$ cat src/rtl/fir_ss_fifo.sv
// First-word-fall-through AXI-Stream FIFO feeding the FIR slave stream port.
// Define FIFO_LEVEL_EN to expose the registered occupancy count on fifo_level.
module fir_ss_fifo #(
    parameter int pDATA_WIDTH = 32,
    parameter int pDEPTH      = 8,
    parameter int pPTR_WIDTH  = 3
) (
    input  logic                   axis_clk,
    input  logic                   axis_rst_n,
    input  logic                   ss_tvalid,
    input  logic [pDATA_WIDTH-1:0] ss_tdata,
    input  logic                   ss_tlast,
    output logic                   ss_tready,
    output logic                   sm_tvalid,
    output logic [pDATA_WIDTH-1:0] sm_tdata,
    output logic                   sm_tlast,
    input  logic                   sm_tready
`ifdef FIFO_LEVEL_EN
    ,
    output logic [pPTR_WIDTH:0]    fifo_level
`endif
);

    localparam logic [pPTR_WIDTH:0] PTR_ONE = {{pPTR_WIDTH{1'b0}}, 1'b1};

    logic [pDATA_WIDTH:0] mem [pDEPTH];
    logic [pDATA_WIDTH:0] head;
    logic [pPTR_WIDTH:0]  wr_ptr, rd_ptr;
    logic [pPTR_WIDTH:0]  wr_ptr_nxt, rd_ptr_nxt;
    logic                 ready_r;
    logic                 empty;
    logic                 full_nxt;
    logic                 push, pop;

    function automatic logic is_full(input logic [pPTR_WIDTH:0] wp,
                                     input logic [pPTR_WIDTH:0] rp);
        return (wp[pPTR_WIDTH-1:0] == rp[pPTR_WIDTH-1:0]) &&
               (wp[pPTR_WIDTH] != rp[pPTR_WIDTH]);
    endfunction

    assign empty = (wr_ptr == rd_ptr);
    assign push  = ss_tvalid & ready_r;
    assign pop   = ~empty & sm_tready;

    always_comb begin
        wr_ptr_nxt = wr_ptr;
        rd_ptr_nxt = rd_ptr;
        if (push) wr_ptr_nxt = wr_ptr + PTR_ONE;
        if (pop)  rd_ptr_nxt = rd_ptr + PTR_ONE;
        full_nxt = is_full(wr_ptr_nxt, rd_ptr_nxt);
    end

    // Ready is registered from the next-state pointers so it never depends on sm_tready
    always_ff @(posedge axis_clk or negedge axis_rst_n) begin
        if (!axis_rst_n) begin
            wr_ptr  <= '0;
            rd_ptr  <= '0;
            ready_r <= 1'b0;
        end else begin
            wr_ptr  <= wr_ptr_nxt;
            rd_ptr  <= rd_ptr_nxt;
            ready_r <= ~full_nxt;
        end
    end

    // Storage is data-only: never reset, written only on an accepted beat
    always_ff @(posedge axis_clk) begin
        if (push) mem[wr_ptr[pPTR_WIDTH-1:0]] <= {ss_tlast, ss_tdata};
    end

    assign head      = mem[rd_ptr[pPTR_WIDTH-1:0]];
    assign ss_tready = ready_r;
    assign sm_tvalid = ~empty;
    assign sm_tdata  = empty ? '0   : head[pDATA_WIDTH-1:0];
    assign sm_tlast  = empty ? 1'b0 : head[pDATA_WIDTH];

`ifdef FIFO_LEVEL_EN
    logic [pPTR_WIDTH:0] count;

    always_ff @(posedge axis_clk or negedge axis_rst_n) begin
        if (!axis_rst_n) begin
            count <= '0;
        end else begin
            case ({push, pop})
                2'b10:   count <= count + PTR_ONE;
                2'b01:   count <= count - PTR_ONE;
                default: count <= count;
            endcase
        end
    end

    assign fifo_level = count;
`endif

endmodule

$ cat config.mk
export PLATFORM = sky130hd
export DESIGN_NAME = fir_ss_fifo
export DESIGN_NICKNAME = d
export VERILOG_FILES = /design/src/rtl/fir_ss_fifo.sv
export SDC_FILE = /design/constraint.sdc
export NUM_CORES = 1
export LEC_CHECK = 0
export CORE_MARGIN = 2
export CORE_UTILIZATION = 35
export CTS_BUF_LIST = sky130_fd_sc_hd__clkbuf_8 sky130_fd_sc_hd__clkbuf_16
export DETAILED_ROUTE_END_ITERATION = 10
export GPL_ROUTABILITY_DRIVEN = 0
export GPL_TIMING_DRIVEN = 0
export MAX_ROUTING_LAYER = met4
export SLEW_MARGIN = 20
export SYNTH_ARGS = -nofsm -noshare
export SYNTH_HDL_FRONTEND = slang
export SYNTH_SLANG_ARGS = --single-unit
$ cat constraint.sdc
create_clock -name axis_clk -period 3.88 [get_ports axis_clk]
set_input_delay 1.164 -clock axis_clk [delete_from_list [all_inputs] [get_ports axis_clk]]
set_output_delay 1.164 -clock axis_clk [all_outputs]
set_load 0.02 [all_outputs]
==> results of run 1 <==
[registers in the layout, indices dropped and copies added (netlist names)]
signal and count:
wr_ptr 4, rd_ptr 4, mem 264, ss_tready 1
[routing by layer]
metal	up-vias	wire length, um	global-route usage
met4	0	492	0.0372
met5	-	0	-
li1	2181	-	-
met3	35	997	0.0238
met2	132	11100	0.244
met1	2579	9560	0.197
[kinds of logic after synthesis]
logic type,Yosys count
adder cells (fa/ha/maj),2
multiplexers,101
buffers and inverters,29
AO/OA/AOI/OAI,1
flip-flops,273
XOR/XNOR,16
AND/OR/NAND/NOR,53
[final cells by class]
type | count | area [um^2] | share of cell area
buffer | 25 | 265 | 0.0201
tap | 390 | 488 | 0.0370
inverter | 3 | 11.3 | 0.000854
multi-input combinational | 173 | 2330 | 0.177
antenna | 2 | 5.00 | 0.000380
clock buffer | 31 | 742 | 0.0563
clock inverter | 20 | 96.3 | 0.00731
timing repair buffer | 88 | 1090 | 0.0828
sequential | 273 | 8150 | 0.619
[per-stage QoR]
stage	hold WS (ps)	total power, uW	setup WS [ps]
final	492	10300	128
after global placement	476	7830	-2220
after detailed placement	479	8080	-319
after global routing	494	10900	16.1
after floorplan	462	6320	32.0
after CTS	491	10500	-128
[cell usage in the layout, fill, tap and decap left out, types with 2 or more instances in the layout]
master,synthesis,routed
dfrtp_1,9,9
buf_2,7,3
nand2_1,2,2
ha_1,2,2
clkinv_1,1,3
nand3_1,3,3
diode_2,0,2
nor3_4,0,2
buf_12,0,3
clkdlybuf4s50_1,0,45
buf_8,0,6
clkbuf_4,0,4
clkbuf_2,0,2
buf_6,1,5
clkbuf_16,0,28
mux4_2,66,66
edfxtp_1,264,264
inv_2,2,2
mux2i_1,33,29
dlygate4sd2_1,0,21
nor2_4,0,6
nor2_1,41,35
buf_16,0,11
xor2_1,4,4
clkdlybuf4s15_2,0,2
nand2b_1,2,2
dlymetal6s2s_1,0,5
xnor2_1,12,12
inv_1,0,15
mux2i_2,0,4
clkbuf_8,0,7
[power groups by stage]
stage                     sequential [uW]  combinational, uW  clock [uW]
after floorplan                      3840               2480           0
after global placement               3880               3950           0
after detailed placement             3860               4220           0
after CTS                            3800               4200        2460
after global routing                 3830               4470        2570
final                                3800               4140        2410
[worst max-delay path, delay by kind of cell (launching register included)]
family / cells / cell delay [ps]
mux: 2 / 660
buf+inv: 3 / 950
flops: 1 / 390
simple gates: 1 / 60
[timing repair]
item | CTS | global route
setup endpoints to repair | 34 | 17
setup buffers | 0 | 0
gates resized for setup | 82 | 14
pin swaps | 0 | 0
gates cloned | 0 | 0
[worst max-delay path by stage]
stage,end,slack (ps),depth (start not counted)
floorplan,ss_tready$_DFF_PN0_,30,5
global placement,ss_tready$_DFF_PN0_,-2220,6
detailed placement,sm_tdata[21],-320,7
CTS,sm_tdata[21],-130,7
global route,sm_tdata[31],20,6
finish,sm_tdata[31],130,6
==> flow_summary_export.csv, run 1 <==
group,metric,value,unit
run_status,status,"complete, no violations",
cts,cts-buffers-inserted,28,
cts,cts.sinks,273,
pwr,pwr-share-seq,0.367,
sta,worstMarginPinSlew,768,ps
synth,synth-xor-area-share,0.0133,
setup_path,cp.required,2720,ps
layout,final_cell_area,13200,um^2
setup_path,reg2reg_to,"ss_tready$_DFF_PN0_",
floorplan,die_area,31500,um^2
min_path,holdCritStartpoint,"wr_ptr[3]$_DFF_PN0_",
setup_path,slowest_delay,550,ps
cts,cts-htree-levels,1,
detailed_routing,drc,0,
global_route,grt_pass1_vias,5290,
setup_path,r2r.worst_path.cells,6,
pwr,vdd_drop_max,0.000348,V
placed_design,placed_cell_area,12200,um^2
detailed_routing,routedWlPerCell,22.1,um
synth,synth_top_family_by_area,"multiplexers",
global_route,antenna_found_initial,1,
global_route,overflow,0,
setup_path,cp.arrival,2590,ps
layout,n_fill_cell,2523,
detailed_routing,viasPerCell,4.90,
cts,ctsRootBufferMaster,"clkbuf_16",
synth,ys.flop_type,"edfxtp_1",
layout,fin_cells,1005,
setup_path,start_kind,"flop",
pwr,leakage,0.00446,uW
cts,clk_pin_slew,60,ps
synth,synth_compound_area_frac,0.000951,
cts,cts_tree,"done",
floorplan,die_h,177,um
global_route,grt_pass1_wl,33.2,mm
sta,rsz0062_at_grt,"no",
layout,finish.utilization,0.445,
layout,drive_gt1_frac,0.258,
synth,ys_async_sr_fraction,0.0330,
setup_path,crit_top_cell,"buf_6",
synth,yosys_warnings,0,
synth,synth.cell_area,10500,um^2
synth,syn_area_per_cell,22.1,um^2
pwr,internal_power,6980,uW
cts,clock_latency,540,ps
cts,holdBufCountCts,0,
sta,fmax,267,MHz
setup_path,path_cells,"buf_6 -> buf_6 -> mux4_2 -> mux2i_1 -> nor2_1 -> clkdlybuf4s50_1",
pwr,power_switching,3360,uW
min_path,holdPathStages,1,
floorplan,die_x,177,um
layout,fin_nets,631,
floorplan,initial_core_util,0.355,
pwr,share_comb_of_total_power,0.400,
setup_path,reg2reg_slack,1450,ps
setup_path,criticalPathCategory,"reg2out",
sta,drv_slew,0,
setup_path,r2r_start,"wr_ptr[1]$_DFF_PN0_",
synth,synth_edf_count,264,
floorplan,ios,72,
global_route,grt_use_total,0.149,
synth,post-synth-top-count-cell,"edfxtp_1",
placed_design,dp.cells,953,
setup_path,slowest_stage,"clkdlybuf4s50_1",
min_path,hp-class,"reg2reg",
synth,netlist_instances,475,
setup_path,crit_path_end_kind,"primary output",
placed_design,hpwl,14.6,mm
synth,yosysUniqueCellTypes,24,
pwr,switching_share,0.325,
sta,setup_tns,0,ps
synth,synth_mux_area_frac,0.175,
sta,post-route-period-util,0.967,
detailed_routing,first_pass_iters,6,
synth,yosysTopAreaCellShare,0.754,
sta,skew,20.1,ps
synth,yosys-top-cells-area,"edfxtp_1, mux4_2, mux2i_1",
min_path,whs_endpoint,"wr_ptr[3]$_DFF_PN0_",
cts,clockBufferDepth,3,
job,drv_cap,0,
pwr,cellPowerDensity,785,nW/um^2
synth,yosys.area_share.simple,0.0213,
global_route,grt_max_degree,20,
detailed_routing,initialDrtViolationCount,460,
sta,slew_headroom,0.488,
setup_path,crit_start,"rd_ptr[0]$_DFF_PN0_",
synth,seq_area_frac_synth,0.775,
floorplan,core,29600,um^2
detailed_routing,wl,22.2,mm
synth,ys_ff_latch,273,
sta,finalSetupViolCount,0,
pwr,pwr-share-clk,0.233,
synth,synth_nets,514,
setup_path,path_max_fanout,10,
synth,synthAdderAreaFrac,0.00238,
sta,fin_crit,3750,ps
synth,synth_common_cells,"edfxtp_1, mux4_2, nor2_1",
synth,synth_largest_area_cell,"edfxtp_1",
detailed_routing,ant_nets,0,
layout,syn_to_final_growth,25.3,%
floorplan,std_cell_rows,63,
detailed_routing,vias,4927,
placed_design,portBuffers,71,
sta,hold_viol,0,
(Power assumes the default switching activity.)
==> run 2, diff against run 1 <==
--- a/config.mk
+++ b/config.mk
@@ -5,6 +5,7 @@
 export SDC_FILE = /design/constraint.sdc
 export NUM_CORES = 1
 export LEC_CHECK = 0
+export ABC_AREA = 1
 export CORE_MARGIN = 2
 export CORE_UTILIZATION = 35
 export CTS_BUF_LIST = sky130_fd_sc_hd__clkbuf_8 sky130_fd_sc_hd__clkbuf_16
==> run 2 against run 1 <==
  * Via count grew 43%
  * Maximum frequency up 0.68%
  * Die area grew 2.5%
  * Final area increased by 0.47%
  * Sequential power barely moved
  * Largest cell class unchanged
  * Largest power group unchanged
  * Critical path type unchanged
  * Sequential share of layout area shrank 0.28 points
==> flow_summary_export.csv, run 2 <==
group,metric,value,unit
run_status,status,"complete, no violations",
cts,clock_latency,560,ps
synth,ys_ff_latch,273,
sta,worstMarginPinSlew,743,ps
layout,mostFrequentLayoutCells,"edfxtp_1, nor2_1, o21ai_0",
setup_path,crit_start,"rd_ptr[1]$_DFF_PN0_",
floorplan,die_area,32200,um^2
layout,final_common_cell,"edfxtp_1",
global_route,grt_max_degree,23,
min_path,holdPathStages,2,
synth,yosys-top-cells-area,"edfxtp_1, nor2_1, o21ai_0",
global_route,antenna_found_initial,0,
sta,finalSetupViolCount,0,
synth,seq_area_frac_synth,0.756,
synth,synth_nets,884,
pwr,cellPowerDensity,825,nW/um^2
global_route,overflow,0,
detailed_routing,first_pass_iters,5,
cts,cts_setup_buffers,0,
setup_path,r2r_start,"ss_tready$_DFF_PN0_",
sta,drv_slew,0,
pwr,vdd_drop_max,0.000488,V
sta,post-route-period-util,0.960,
sta,slew_headroom,0.503,
floorplan,die_h,180,um
synth,netlist_instances,845,
floorplan,die_x,180,um
detailed_routing,vias,7042,
placed_design,portBuffers,71,
detailed_routing,routedWlPerCell,19.6,um
setup_path,crit_end,"sm_tdata[11]",
min_path,hp-class,"reg2reg",
global_route,grt_pass1_wl,41.0,mm
floorplan,std_cell_rows,64,
setup_path,cp.arrival,2560,ps
synth,synth_edf_count,264,
setup_path,reg2reg_to,"mem[3][22]$_DFFE_PP_",
cts,holdBufCountCts,0,
layout,n_antenna_cell,0,
cts,clockBufferDepth,3,
synth,synth_common_cells,"edfxtp_1, nor2_1, o21ai_0",
setup_path,cp.required,2720,ps
floorplan,initial_core_util,0.354,
detailed_routing,wl,26.9,mm
layout,syn_to_final_growth,22.8,%
detailed_routing,viasPerCell,5.14,
synth,yosysTopAreaCellShare,0.735,
detailed_routing,drc,0,
synth,ys.flop_type,"edfxtp_1",
layout,largest_reg_flops,264,
floorplan,ios,72,
synth,synth.cell_area,10800,um^2
setup_path,start_kind,"flop",
sta,fmax,268,MHz
synth,synth_largest_area_cell,"edfxtp_1",
layout,drive_gt1_frac,0.119,
synth,yosysUniqueCellTypes,22,
cts,ctsRootBufferMaster,"clkbuf_16",
global_route,grt_use_total,0.169,
global_route,grt_pass1_vias,6972,
layout,fin_nets,993,
sta,rsz0062_at_grt,"no",
sta,fin_crit,3730,ps
floorplan,core,30400,um^2
cts,cts.sinks,273,
detailed_routing,ant_nets,0,
sta,hold_ws,612,ps
job,drv_cap,0,
pwr,leakage,0.00456,uW
cts,clk_pin_slew,60,ps
setup_path,crit_path_end_kind,"primary output",
setup_path,path_max_fanout,10,
detailed_routing,initialDrtViolationCount,715,
synth,post-synth-top-count-cell,"edfxtp_1",
sta,hold_viol,0,
setup_path,criticalPathCategory,"reg2out",
cts,cts-htree-levels,1,
placed_design,hpwl,17.2,mm
synth,ys_async_sr_fraction,0.0330,
cts,cts_tree,"done",
synth,syn_area_per_cell,12.8,um^2
sta,skew,21.7,ps
cts,cts-buffers-inserted,28,
sta,setup_tns,0,ps
synth,yosys_warnings,0,
setup_path,r2r.worst_path.cells,5,
setup_path,reg2reg_slack,1900,ps
==> run 2: worst min-delay path by stage <==
stage                              from             endpoint  slack [ps]
floorplan           rd_ptr[3]$_DFF_PN0_  rd_ptr[3]$_DFF_PN0_         550
global placement    rd_ptr[3]$_DFF_PN0_  rd_ptr[3]$_DFF_PN0_         590
detailed placement  rd_ptr[3]$_DFF_PN0_  rd_ptr[3]$_DFF_PN0_         590
CTS                 rd_ptr[3]$_DFF_PN0_  rd_ptr[3]$_DFF_PN0_         600
global route        rd_ptr[3]$_DFF_PN0_  rd_ptr[3]$_DFF_PN0_         630
finish              rd_ptr[3]$_DFF_PN0_  rd_ptr[3]$_DFF_PN0_         610
==> run 2: where the power goes <==
group / switching (uW) / internal, uW
sequential: 112 / 3660
combinational: 2960 / 1410
clock: 1120 / 1650
==> run 2: cell type report <==
type / instances / area (um^2)
clock inverter: 22 / 262
sequential: 273 / 8150
timing repair buffer: 79 / 863
buffer: 54 / 320
clock buffer: 28 / 701
multi-input combinational: 502 / 2380
fill: 2764 / 17200
tap: 396 / 495
inverter: 16 / 60.1
==> run 2: per-stage QoR <==
stage | std cells | cell area, um^2 | setup WS, ps | power, uW | util
final | 1370 | 13200 | 153 | 10900 | 0.435
after CTS | 1370 | 13300 | 3.31 | 11000 | 0.436
after detailed placement | 1320 | 12300 | -23.0 | 8430 | 0.403
after global placement | 1312 | 12000 | -1650 | 8280 | 0.394
after global routing | 1370 | 13200 | 5.41 | 11500 | 0.435
after floorplan | 845 | 10800 | 333 | 6400 | -
==> run 2: cell families (layout without fill, tap and decap cells) <==
logic type | Yosys count | in the layout | synth area share
adders and majority gates | 2 | 2 | 0.00232
xor gates and xnor gates | 4 | 4 | 0.00325
and+or+nand+nor | 264 | 264 | 0.0947
AOI/OAI and AO/OA | 232 | 232 | 0.115
DFF | 273 | 273 | 0.756
buffers and inverters | 70 | 199 | 0.0285
==> run 2: critical path: stages (launching register included) <==
cell and delay (ps):
dfrtp_2 490, inv_2 150, nand2_1 60, nand2_1 60
nor2_1 50, nand2_2 140, buf_6 180, buf_4 200
o21ai_0 140, nor2_1 200, clkdlybuf4s15_1 330
==> run 2: timing repair <==
action                     4_1_cts  5_1_grt
cloned                           0        0
setup endpoints to repair       33       17
gates resized for setup         70       26
pin swaps                        0        0
==> run 2: metal layers <==
metal,wire (um),vias up,track usage
met5,0,-,-
met4,582,0,0.0452
met3,1180,46,0.0199
met2,13100,221,0.277
met1,12000,3476,0.225
li1,-,3299,-
==> run 3, diff against run 2 <==
--- a/config.mk
+++ b/config.mk
@@ -6,13 +6,16 @@
 export NUM_CORES = 1
 export LEC_CHECK = 0
 export ABC_AREA = 1
+export CELL_PAD_IN_SITES_DETAIL_PLACEMENT = 1
+export CELL_PAD_IN_SITES_GLOBAL_PLACEMENT = 1
 export CORE_MARGIN = 2
-export CORE_UTILIZATION = 35
+export CORE_UTILIZATION = 48
 export CTS_BUF_LIST = sky130_fd_sc_hd__clkbuf_8 sky130_fd_sc_hd__clkbuf_16
 export DETAILED_ROUTE_END_ITERATION = 10
 export GPL_ROUTABILITY_DRIVEN = 0
 export GPL_TIMING_DRIVEN = 0
 export MAX_ROUTING_LAYER = met4
+export PLACE_DENSITY_LB_ADDON = 0.1
 export SLEW_MARGIN = 20
 export SYNTH_ARGS = -nofsm -noshare
 export SYNTH_HDL_FRONTEND = slang
==> run 3 against run 2 <==
  * Sequential share of layout area up 0.34 points
  * Global-route usage up 11 points
  * Via count is 6.7% higher
  * First-iteration DRC count fell by 1.3%
==> flow_summary_export.csv, run 3 (same netlist as run 2, synthesis figures left out) <==
group,metric,value,unit
run_status,status,"complete, no violations",
sta,skew,17.9,ps
setup_path,crit_path_end_kind,"primary output",
min_path,hp-class,"reg2reg",
min_path,whs_endpoint,"wr_ptr[3]$_DFF_PN0_",
cts,clk_pin_slew,60,ps
floorplan,die_area,23700,um^2
sta,fin_crit,3800,ps
sta,post-route-period-util,0.980,
layout,syn_to_final_growth,22.1,%
sta,fmax,263,MHz
job,drv_cap,0,
layout,final_cell_area,13200,um^2
cts,clockBufferDepth,3,
detailed_routing,drc,0,
pwr,vdd_drop_max,0.000580,V
global_route,grt_use_total,0.277,
placed_design,portBuffers,71,
cts,ctsRootBufferMaster,"clkbuf_16",
floorplan,die_x,154,um
sta,setup_tns,0,ps
setup_path,reg2reg_slack,1850,ps
detailed_routing,viasPerCell,5.96,
sta,rsz0062_at_grt,"no",
sta,finalSetupViolCount,0,
setup_path,r2r_start,"ss_tready$_DFF_PN0_",
setup_path,criticalPathCategory,"reg2out",
setup_path,slowest_stage,"dfrtp_2",
layout,drive_gt1_frac,0.111,
global_route,antenna_found_initial,0,
sta,slew_headroom,0.496,
cts,cts.sinks,273,
sta,hold_viol,0,
detailed_routing,first_pass_iters,5,
detailed_routing,ant_nets,0,
setup_path,worst-path-buf-inv,4,
pwr,power,11200,uW
placed_design,dp_slack,-32.8,ps
setup_path,cpLargestDelayFamily,"buffers and inverters",
placed_design,hpwl,19.9,mm
detailed_routing,vias,7511,
detailed_routing,routedWlPerCell,24.9,um
layout,fin_nets,997,
layout,final_common_cell,"edfxtp_1",
detailed_routing,wl,31.4,mm
global_route,grt_pass1_vias,8391,
floorplan,ios,72,
global_route,grt_max_degree,21,
min_path,holdCritStartpoint,"wr_ptr[3]$_DFF_PN0_",
setup_path,reg2reg_to,"mem[3][15]$_DFFE_PP_",
pwr,leakage,0.00459,uW
detailed_routing,initialDrtViolationCount,706,
sta,fin_ws,78.9,ps
floorplan,die_h,154,um
setup_path,crit_cells,10,
setup_path,r2r.worst_path.cells,5,
setup_path,start_kind,"flop",
pwr,cellPowerDensity,850,nW/um^2
cts,cts-htree-levels,1,
floorplan,std_cell_rows,54,
layout,n_fill_cell,2150,
floorplan,initial_core_util,0.491,
setup_path,path_cells,"inv_2 -> nand2_1 -> nand2_1 -> nor2_1 -> nand2_2 -> buf_6 -> buf_4 -> o21ai_0 -> nor2_1 -> dlygate4sd2_1",
cts,cts_tree,"done",
layout,mostFrequentLayoutCells,"edfxtp_1, nor2_1, o21ai_0",
cts,clock_latency,560,ps
global_route,grt_pass1_wl,48.3,mm
setup_path,path_max_fanout,10,
layout,largest_reg_flops,264,
global_route,overflow,0,
floorplan,core,22000,um^2
setup_path,cp.required,2720,ps
cts,cts-buffers-inserted,29,
setup_path,cp.arrival,2640,ps
setup_path,slowest_delay,500,ps
layout,n_antenna_cell,0,
sta,drv_slew,0,
sta,hold_ws,656,ps
placed_design,placed_cell_area,12100,um^2
min_path,holdPathStages,3,
sta,worstMarginPinSlew,755,ps
==> run 3: cell count changes in the layout (fill, tap and decap cells not counted), sizes merged <==
cell	before	now
dlygate4sd2	20	31
clkdlybuf4s15	3	1
clkinv	11	12
inv	21	22
buf	24	29
dlymetal6s2s	2	1
bufinv	5	4
clkinvlp	1	2
clkbuf	74	65
==> run 3: worst max-delay path by stage <==
stage | from | end | slack, ps
after floorplan | ss_tvalid | ss_tready$_DFF_PN0_ | 330
after global placement | ss_tvalid | ss_tready$_DFF_PN0_ | -1610
after detailed placement | rd_ptr[1]$_DFF_PN0_ | sm_tdata[9] | -30
after CTS | rd_ptr[0]$_DFF_PN0_ | sm_tdata[0] | 20
after global routing | rd_ptr[2]$_DFF_PN0_ | sm_tdata[10] | 0.7
final | rd_ptr[1]$_DFF_PN0_ | sm_tdata[12] | 80
==> run 3: layer usage <==
layer | vias up | wire length [um] | track usage
li1 | 3317 | - | -
met1 | 3866 | 13200 | 0.361
met2 | 264 | 15900 | 0.464
met3 | 64 | 1610 | 0.0290
met4 | 0 | 742 | 0.0850
met5 | - | 0 | -
==> run 3: worst reg2reg max path, cell delays in order, from the launching register on <==
cell and delay (ps):
dfrtp_1 340, nand2_1 110, inv_1 130, nand2_1 260, nor2_4 640, buf_16 250
==> run 3: stage by stage <==
stage,instances,util
finish,1260,0.600
floorplan,845,-
global route,1260,0.600
detailed placement,1205,0.553
global placement,1196,0.539
CTS,1258,0.599
==> run 3: cell type report <==
cell class,count,area [um^2],area share
Inverter,16,63.8,0.00485
Tap cell,280,350,0.0266
Buffer,54,340,0.0258
Clock buffer,29,726,0.0551
Multi-Input combinational cell,502,2380,0.181
Clock inverter,24,219,0.0166
Timing Repair Buffer,82,930,0.0706
Sequential cell,273,8150,0.619
==> run 3: power breakdown <==
part	leakage [uW]	switching, uW	internal (uW)	total [uW]
registers	0.00250	142	3670	3810
logic	0.00160	3150	1470	4620
clock network	0.000482	1140	1620	2760
total	0.00459	4430	6760	11200
==> run 3: repair_timing <==
action	in CTS	in global routing
gates resized for setup	81	5
setup endpoints to repair	34	13
hold endpoints to repair	0	0
hold buffers	0	0
setup buffers	0	2
